### src/rtl/rob_recover_nway.sv
// Reorder buffer with WAYS-wide dispatch/retire, indexed completion ports and
// early branch-misprediction recovery that rolls the tail back behind the branch.
module rob_recover_nway #(
    parameter int unsigned WAYS   = 2,
    parameter int unsigned DEPTH  = 16,
    parameter int unsigned CPORTS = 2,
    parameter int unsigned TAG_W  = 6,
    parameter int unsigned XLEN   = 32,
    parameter int unsigned IDX_W  = $clog2(DEPTH)
) (
    input  logic                    clock,
    input  logic                    reset,
    input  logic [WAYS-1:0]         dis_valid,
    input  logic [WAYS*TAG_W-1:0]   dis_tag,
    input  logic [WAYS*TAG_W-1:0]   dis_tag_old,
    input  logic [WAYS*XLEN-1:0]    dis_pc,
    input  logic [WAYS-1:0]         dis_halt,
    output logic [WAYS-1:0]         dis_ready,
    output logic [WAYS*IDX_W-1:0]   dis_idx,
    input  logic [CPORTS-1:0]       cmp_valid,
    input  logic [CPORTS*IDX_W-1:0] cmp_idx,
    input  logic                    mp_valid,
    input  logic [IDX_W-1:0]        mp_idx,
    output logic [WAYS-1:0]         ret_valid,
    output logic [WAYS*TAG_W-1:0]   ret_tag,
    output logic [WAYS*TAG_W-1:0]   ret_tag_old,
    output logic [WAYS*XLEN-1:0]    ret_pc,
    output logic [WAYS-1:0]         ret_halt,
    output logic [IDX_W:0]          free_count,
    output logic                    halted
);
    localparam int unsigned CNT_W = IDX_W + 1;

    logic [TAG_W-1:0] tag_q     [DEPTH];
    logic [TAG_W-1:0] tag_d     [DEPTH];
    logic [TAG_W-1:0] tag_old_q [DEPTH];
    logic [TAG_W-1:0] tag_old_d [DEPTH];
    logic [XLEN-1:0]  pc_q      [DEPTH];
    logic [XLEN-1:0]  pc_d      [DEPTH];
    logic [DEPTH-1:0] halt_q, halt_d;
    logic [DEPTH-1:0] done_q, done_d;
    logic [IDX_W-1:0] head_q, head_d;
    logic [IDX_W-1:0] tail_q, tail_d;
    logic [CNT_W-1:0] count_q, count_d;
    logic             halted_q, halted_d;

    logic [IDX_W-1:0] mp_off;
    logic [IDX_W-1:0] idx;
    logic [IDX_W-1:0] off;
    logic [CNT_W-1:0] ret_cnt;
    logic [CNT_W-1:0] acc_cnt;
    logic [WAYS-1:0]  acc;
    logic             chain;

    assign halted = halted_q;

    always_comb begin
        tag_d       = tag_q;
        tag_old_d   = tag_old_q;
        pc_d        = pc_q;
        halt_d      = halt_q;
        done_d      = done_q;
        head_d      = head_q;
        tail_d      = tail_q;
        count_d     = count_q;
        halted_d    = halted_q;
        idx         = '0;
        off         = '0;
        chain       = 1'b1;
        ret_cnt     = '0;
        acc_cnt     = '0;
        acc         = '0;
        ret_valid   = '0;
        ret_tag     = '0;
        ret_tag_old = '0;
        ret_pc      = '0;
        ret_halt    = '0;
        dis_ready   = '0;
        dis_idx     = '0;
        mp_off      = mp_idx - head_q;
        free_count  = CNT_W'(DEPTH) - count_q;

        // Completions land only on occupied slots that survive a same-cycle squash.
        for (int unsigned c = 0; c < CPORTS; c++) begin
            idx = cmp_idx[c*IDX_W +: IDX_W];
            off = idx - head_q;
            if (cmp_valid[c] && (CNT_W'(off) < count_q) && (!mp_valid || off <= mp_off))
                done_d[idx] = 1'b1;
        end

        // In-order retire: stop at first not-done, after a halt, or past the branch.
        for (int unsigned k = 0; k < WAYS; k++) begin
            idx   = head_q + IDX_W'(k);
            chain = chain && (CNT_W'(k) < count_q) && done_q[idx] &&
                    (!mp_valid || IDX_W'(k) <= mp_off);
            ret_valid[k] = chain;
            chain = chain && !halt_q[idx];
            ret_tag[k*TAG_W +: TAG_W]     = tag_q[idx];
            ret_tag_old[k*TAG_W +: TAG_W] = tag_old_q[idx];
            ret_pc[k*XLEN +: XLEN]        = pc_q[idx];
            ret_halt[k]                   = halt_q[idx];
            ret_cnt = ret_cnt + CNT_W'(ret_valid[k]);
            if (ret_valid[k]) begin
                done_d[idx] = 1'b0;
                if (halt_q[idx])
                    halted_d = 1'b1;
            end
        end

        if (mp_valid) begin
            for (int unsigned e = 0; e < DEPTH; e++) begin
                idx = IDX_W'(e);
                off = idx - head_q;
                if (off > mp_off)
                    done_d[idx] = 1'b0;
            end
        end

        for (int unsigned i = 0; i < WAYS; i++) begin
            idx = tail_q + IDX_W'(i);
            dis_idx[i*IDX_W +: IDX_W] = idx;
            dis_ready[i] = !halted_q && !mp_valid && (CNT_W'(i) < free_count);
            acc[i]       = dis_valid[i] && dis_ready[i];
            acc_cnt      = acc_cnt + CNT_W'(acc[i]);
            if (acc[i]) begin
                tag_d[idx]     = dis_tag[i*TAG_W +: TAG_W];
                tag_old_d[idx] = dis_tag_old[i*TAG_W +: TAG_W];
                pc_d[idx]      = dis_pc[i*XLEN +: XLEN];
                halt_d[idx]    = dis_halt[i];
                done_d[idx]    = 1'b0;
            end
        end

        head_d = head_q + IDX_W'(ret_cnt);
        if (mp_valid) begin
            tail_d  = mp_idx + IDX_W'(1);
            count_d = CNT_W'(mp_off) + CNT_W'(1) - ret_cnt;
        end else begin
            tail_d  = tail_q + IDX_W'(acc_cnt);
            count_d = count_q + acc_cnt - ret_cnt;
        end
    end

    always_ff @(posedge clock or posedge reset) begin
        if (reset) begin
            for (int unsigned e = 0; e < DEPTH; e++) begin
                tag_q[e]     <= '0;
                tag_old_q[e] <= '0;
                pc_q[e]      <= '0;
            end
            halt_q   <= '0;
            done_q   <= '0;
            head_q   <= '0;
            tail_q   <= '0;
            count_q  <= '0;
            halted_q <= 1'b0;
        end else begin
            tag_q     <= tag_d;
            tag_old_q <= tag_old_d;
            pc_q      <= pc_d;
            halt_q    <= halt_d;
            done_q    <= done_d;
            head_q    <= head_d;
            tail_q    <= tail_d;
            count_q   <= count_d;
            halted_q  <= halted_d;
        end
    end
endmodule
### config.mk
export PLATFORM = sky130hd
export DESIGN_NAME = rob_recover_nway
export DESIGN_NICKNAME = d
export VERILOG_FILES = /design/src/rtl/rob_recover_nway.sv
export SDC_FILE = /design/constraint.sdc
export NUM_CORES = 2
export LEC_CHECK = 0
export CAP_MARGIN = 20
export CORE_MARGIN = 1.5
export CORE_UTILIZATION = 60
export DETAILED_ROUTE_END_ITERATION = 8
export PLACE_DENSITY = 0.88
export RECOVER_POWER = 50
export SKIP_CTS_REPAIR_TIMING = 1
export SLEW_MARGIN = 20
export SYNTH_ARGS = -nofsm -noshare
export SYNTH_HDL_FRONTEND = slang
export SYNTH_SLANG_ARGS = --single-unit
export TNS_END_PERCENT = 50
### constraint.sdc
create_clock -name clock -period 68.2 [get_ports clock]
set_input_delay 13.64 -clock clock [delete_from_list [all_inputs] [get_ports clock]]
set_output_delay 13.64 -clock clock [all_outputs]
set_load 0.03 [all_outputs]
# --- Yosys cells after proc, flatten, opt, wreduce, memory -nomap -nowiden ---
# Cells that the tools add are included.
# W data, S select, Z words.
totals:
  latch_bits: 0
  regBits: 750
  elab_cells: 264
  ramBits: 0
  mem_bits_ro: 0
  n_memories: 0
  out_inout_bits: 108
op_classes:
  bitwise_logic: 14
  addsub: 31
  reduce_logical: 30
  multipliers: 0
  div_mod_pow: 0
  order_cmp: 44
  n_eq_ne: 0
  n_shift: 0
  mux: 91
op_table:
  columns: ["op", "count"]
  rows:
  - ["$bwmux W512", 2]
  - ["$mux W512", 2]
  - ["$bwmux W96", 4]
  - ["$mux W96", 4]
  - ["$bmux W32 S4", 2]
  - ["$demux W32 S4", 2]
  - ["$mux W32", 6]
  - ["$mux W16", 9]
  - ["$bmux W6 S4", 4]
  - ["$and A16 B16 Y16", 4]
  - ["$gt A4 B4 Y1", 16]
  - ["$not A16 Y16", 4]
  - ["$mux W6", 10]
  - ["$demux W6 S4", 2]
  - ["$bwmux W16", 2]
  - ["$or A16 B16 Y16", 2]
  - ["$sub A4 B4 Y4 const A", 8]
  - ["$lt A4 B5 Y1 const B", 6]
  - ["$mux W1", 30]
  - ["$demux W1 S4", 6]
  - ["$ge A4 B1 Y1 const B", 6]
  - ["$logic_and A1 B1 Y1", 23]
  - ["$ge A5 B5 Y1 const B", 4]
  - ["$lt A1 B5 Y1 const A", 4]
  - ["21 further kinds", 48]

# --- Depth between registers and ports, before layout ---
logic_depth:
  word_depth: 18
  depth_mapped: 28

# --- Worst setup path after synthesis ---
# Ideal clock, no wire load.
synth_timing:
  path_kind: "input to output"
  startpoint: "input port mp_idx[2]"
  endpoint: "output port ret_valid[1]"
  n_path_buf: 1
  t_arrival_ps: 16517
  path_slack_ps: 38043
  path_stages: 12
  path_cell_list: "ha_1 nand2_1 o21ai_0 xor2_1 inv_1 ha_1 and3_1 o21ai_0 o311ai_0 a2111o_1 buf_2 nor2_1"
synth_between:
  elab_chain_len: 8
  elab_cells_between_ends: 10
  cone_classes: "add/sub (1); order compare (2); reduce/logical (7)"
synth_rtl:
  columns: ["element", "line", "text"]
  rows:
  - ["start: declaration", "23", "input logic [IDX_W-1:0] mp_idx,"]
  - ["$sub A4 B4 Y4 (*)", "80", "mp_off = mp_idx - head_q;"]
  - ["$le A1 B4 Y1", "95", "(!mp_valid || IDX_W'(k) <= mp_off);"]
  - ["$logic_or A1 B1 Y1", "95", null]
  - ["$logic_and A1 B1 Y1", "94", "chain = chain && (CNT_W'(k) < count_q) && done_q[idx] &&"]
  - ["$logic_and A1 B1 Y1", "97", "chain = chain && !halt_q[idx];"]
  - ["$logic_and A1 B1 Y1 (2 in series)", "94", null]
  - ["$logic_and A1 B1 Y1 (*)", "94", null]
  - ["end: declaration", "24", "output logic [WAYS-1:0] ret_valid,"]
# Mark *: on every way between the ends. The rest lies on a longest branch, timed or not.

# --- Worst setup path in the final report ---
# Same ends and word-level chain as after synthesis.

==> metrics.md <==
| Metric | Value |
|---|---|
| Area of the die | `82400 um^2` |
| Design area | `53400 um^2` |
| Final setup fails | `0` |
| GR Util All Layers | `40.1%` |
| Vias in the first global route | `41900` |
| Worst-margin pin slew | `9.34 ns` |
| DRC viols | `0` |
| Hold Path Class | `reg2reg` |
| Register Area | `18800 um^2` |
| Post-synth EDFFs | `0` |
| Critical Path Source | `mp_idx[2]` |
| Fill count | `5380` |
| Comb pwr share | `57.0%` |
| Syn_nets | `4784` |
| Worst clock skew | `0.0167 ns` |
| Critical Path Start Type | `primary input` |
| P per Cell Area | `56.5 nW/um^2` |
| Final hold vios | `0` |
| Crit-path slowest cell | `clkdlybuf4s50_1` |
| Rel. slew slack | `-523%` |
| Syn_area_per_cell | `10.6 um^2` |
| Vias/cell | `7.47` |
| Share of cells above drive strength 1 | `15.2%` |
| FF-to-FF path depth | `8` |
| CTS sink cnt | `750` |
| Antenna viol nets, final | `0` |
| WS Path Type | `in2out` |
| Clk Latency, worst-skew pair | `0.66 ns` |
| IO Pins | `217` |
| Port-buffer cells | `216` |
| Layout net count | `4661` |
| Initial Utilization | `61.0%` |
| Synth-to-Final Area Change | `10.2%` |
| Hold Path Depth | `2` |
| Reg2reg setup slack | `59.25 ns` |
| Hpwl dp | `89000 um` |
| Req. time, crit path | `54.56 ns` |
| Leak | `0.0232 uW` |
| Yosys cell types | `65` |
| Top post-synthesis cells by area | `dfrtp_1, mux4_2, mux2i_1, nand2_1, nor2_1` |
| P_int | `1750 uW` |
| Ys Warns | `0` |
| Crit end category | `output port` |
| Placed instance area | `50700 um^2` |
| Root buffer cell | `clkbuf_16` |
| Max Fclk | `0.0315 GHz` |
| Row count | `103` |
| Status | `finished, violations left` |
| Most frequent cells in the layout | `nand2_1, dfrtp_1, mux2i_1` |
| Cell chain of the critical path | `clkdlybuf4s50_1, ha_1, nand2_1, o21ai_0, xor2_1, inv_1, ha_1, and3_1, o21ai_0, o311ai_0, a2111o_1, nor2_1, clkdlybuf4s50_1` |
| Commonest non-fill, non-tap cell in the layout | `nand2_1` |
| RSZ-0062 raised after global routing | `no` |
| Initial antenna violation count | `19` |
| DRT iter0 DRCs | `7473` |
| Final setup TNS | `0 ns` |
| Max_cap viols | `28` |
| Die width | `287 um` |
| Critical-path maximum fanout | `21` |
| Failing checks | `max-capacitance violations, max-slew violations` |
| Depth of the CTS H-tree | `3` |
| DRT Wirelength | `166000 um` |
| Hold_ws | `0.558 ns` |
| R2r startpoint | `count_q[0]` |
| Cells after synthesis | `4580` |
| Final worst path period need | `31.70 ns` |
| Reg2reg end | `tag_q[4]` |
| Worst EP arrival | `18.06 ns` |
| Top FF cell, synth | `dfrtp_1` |
| Post-route total power | `3010 uW` |
| Multi-input logic area | `27500 um^2` |
| CTS tree | `built` |
| Final Non-Filler Cells | `5586` |
| Final Cycle Share | `46.5%` |
| GPL Wtd Cong | `0.949` |
| Synth async-reset ratio | `100%` |
| Clock tree buffer depth | `3` |
| Placed instance count | `5423` |
| Slew Viols, Final | `1337` |
| Maximum VDD drop | `68.2 uV` |
| Critical Path Max Stage Delay | `0.75 ns` |
| Vias | `41700` |
| CTS clk-pin slew, worst paths | `0.06 ns` |
| #FFs+latches synth | `750` |
| Sw frac | `42.0%` |
| Drt wl/cell | `29.7 um` |
| Pin count of the biggest net entering global routing | `177` |
| CTS Buf Count | `81` |
| Biggest area consumer among synthesized cells | `dfrtp_1` |
| First-pass GRT wire length | `251000 um` |
| Post-Syn Area | `48400 um^2` |
| Die Span Y | `287 um` |
| Flop pwr share | `27.4%` |
| DRT Pass-1 Iters | `7` |
| Sequential fraction of the synthesis area | `38.8%` |
| Clk network pwr share | `15.7%` |
| Psw | `1260 uW` |
| Grt ovf | `0` |
| Worst hold endpoint | `pc_q[146]` |
| HP Start | `pc_q[146]` |
| Core Region | `79400 um^2` |
| Post-synth top area share | `38.8%` |
worst max-delay path by stage:
stage	to	slack [ns]	cells after the start
6_report	ret_valid[1]	36.50	13
5_1_grt	ret_valid[1]	36.29	13
4_1_cts	ret_valid[1]	36.59	13
3_5_place_dp	ret_valid[1]	36.59	13
3_3_place_gp	ret_valid[1]	36.69	13
2_1_floorplan	count_q[0]	33.51	1
synthesized netlist by cell type (16+ instances only):
cell,instances
clkbuf_1,346
buf_4,34
nor2_1,395
a21oi_1,197
mux4_2,453
inv_1,54
ha_1,87
o21ai_0,286
xnor2_1,25
a221oi_1,16
nand2_1,751
o21ai_1,89
dfrtp_1,750
a31oi_1,181
buf_1,55
mux2i_1,543
nor3_1,21
o211ai_1,18
nand3_1,26
buf_2,63
per-layer routing:
metal | up-vias | GRT usage, % | wire length, um
met1 | 20000 | 49.8 | 53500
met4 | 14 | 30.6 | 13700
li1 | 16400 | - | -
met3 | 1115 | 13.4 | 25800
met2 | 4144 | 58.3 | 73000
met5 | - | 0.174 | 86
kinds of logic (layout without fill, tap and decap cells):
group	Yosys count	in the layout	synth area share, %
AO/OA/AOI/OAI	857	857	10.1
multiplexers	1005	1005	32.5
AND/OR/NAND/NOR	1280	1280	10.6
XOR/XNOR	36	36	0.682
adder cells (fa/ha/maj)	95	95	2.58
buffers and inverters	557	497	4.76
flip-flops	750	750	38.8
other	0	16	0
state kept, by name, summed over array words and instances (netlist names):
name       cells
count_q        5
done_q        16
halt_q        16
halted         1
head_q         4
pc_q         512
tag_old_q     96
tag_q         96
tail_q         4
cell type report:
type	count	area share, %
timing repair buffer	293	5.09
clock inverter	36	0.912
clock buffer	110	4.33
antenna	16	0.0750
inverter	58	0.415
tap	1050	2.46
sequential	750	35.2
multi-input combinational	3273	51.5
stage by stage:
stage / setup WS (ns) / utilization (%)
floorplan: 33.51 / -
global placement: 36.69 / 63.8
detailed placement: 36.59 / 63.8
CTS: 36.59 / 67.4
global route: 36.29 / 67.2
finish: 36.50 / 67.2
power groups by stage:
stage / Clock (uW) / Sequential, uW / Combinational [uW]
after floorplan: 0 / 744 / 1240
after global placement: 0 / 792 / 1630
after detailed placement: 0 / 812 / 1670
after CTS: 470 / 809 / 1690
after global routing: 488 / 838 / 1800
final: 471 / 824 / 1720
critical path: cells and delay by family:
| kind | cells | cell delay (ns) |
|---|---|---|
| AO/OA/AOI/OAI | 4 | 1.08 |
| buffers and inverters | 3 | 1.63 |
| XOR/XNOR | 1 | 0.26 |
| adder cells (fa/ha/maj) | 2 | 0.76 |
| AND/OR/NAND/NOR | 3 | 0.68 |
No activity file was read; power rests on OpenSTA's default activity.
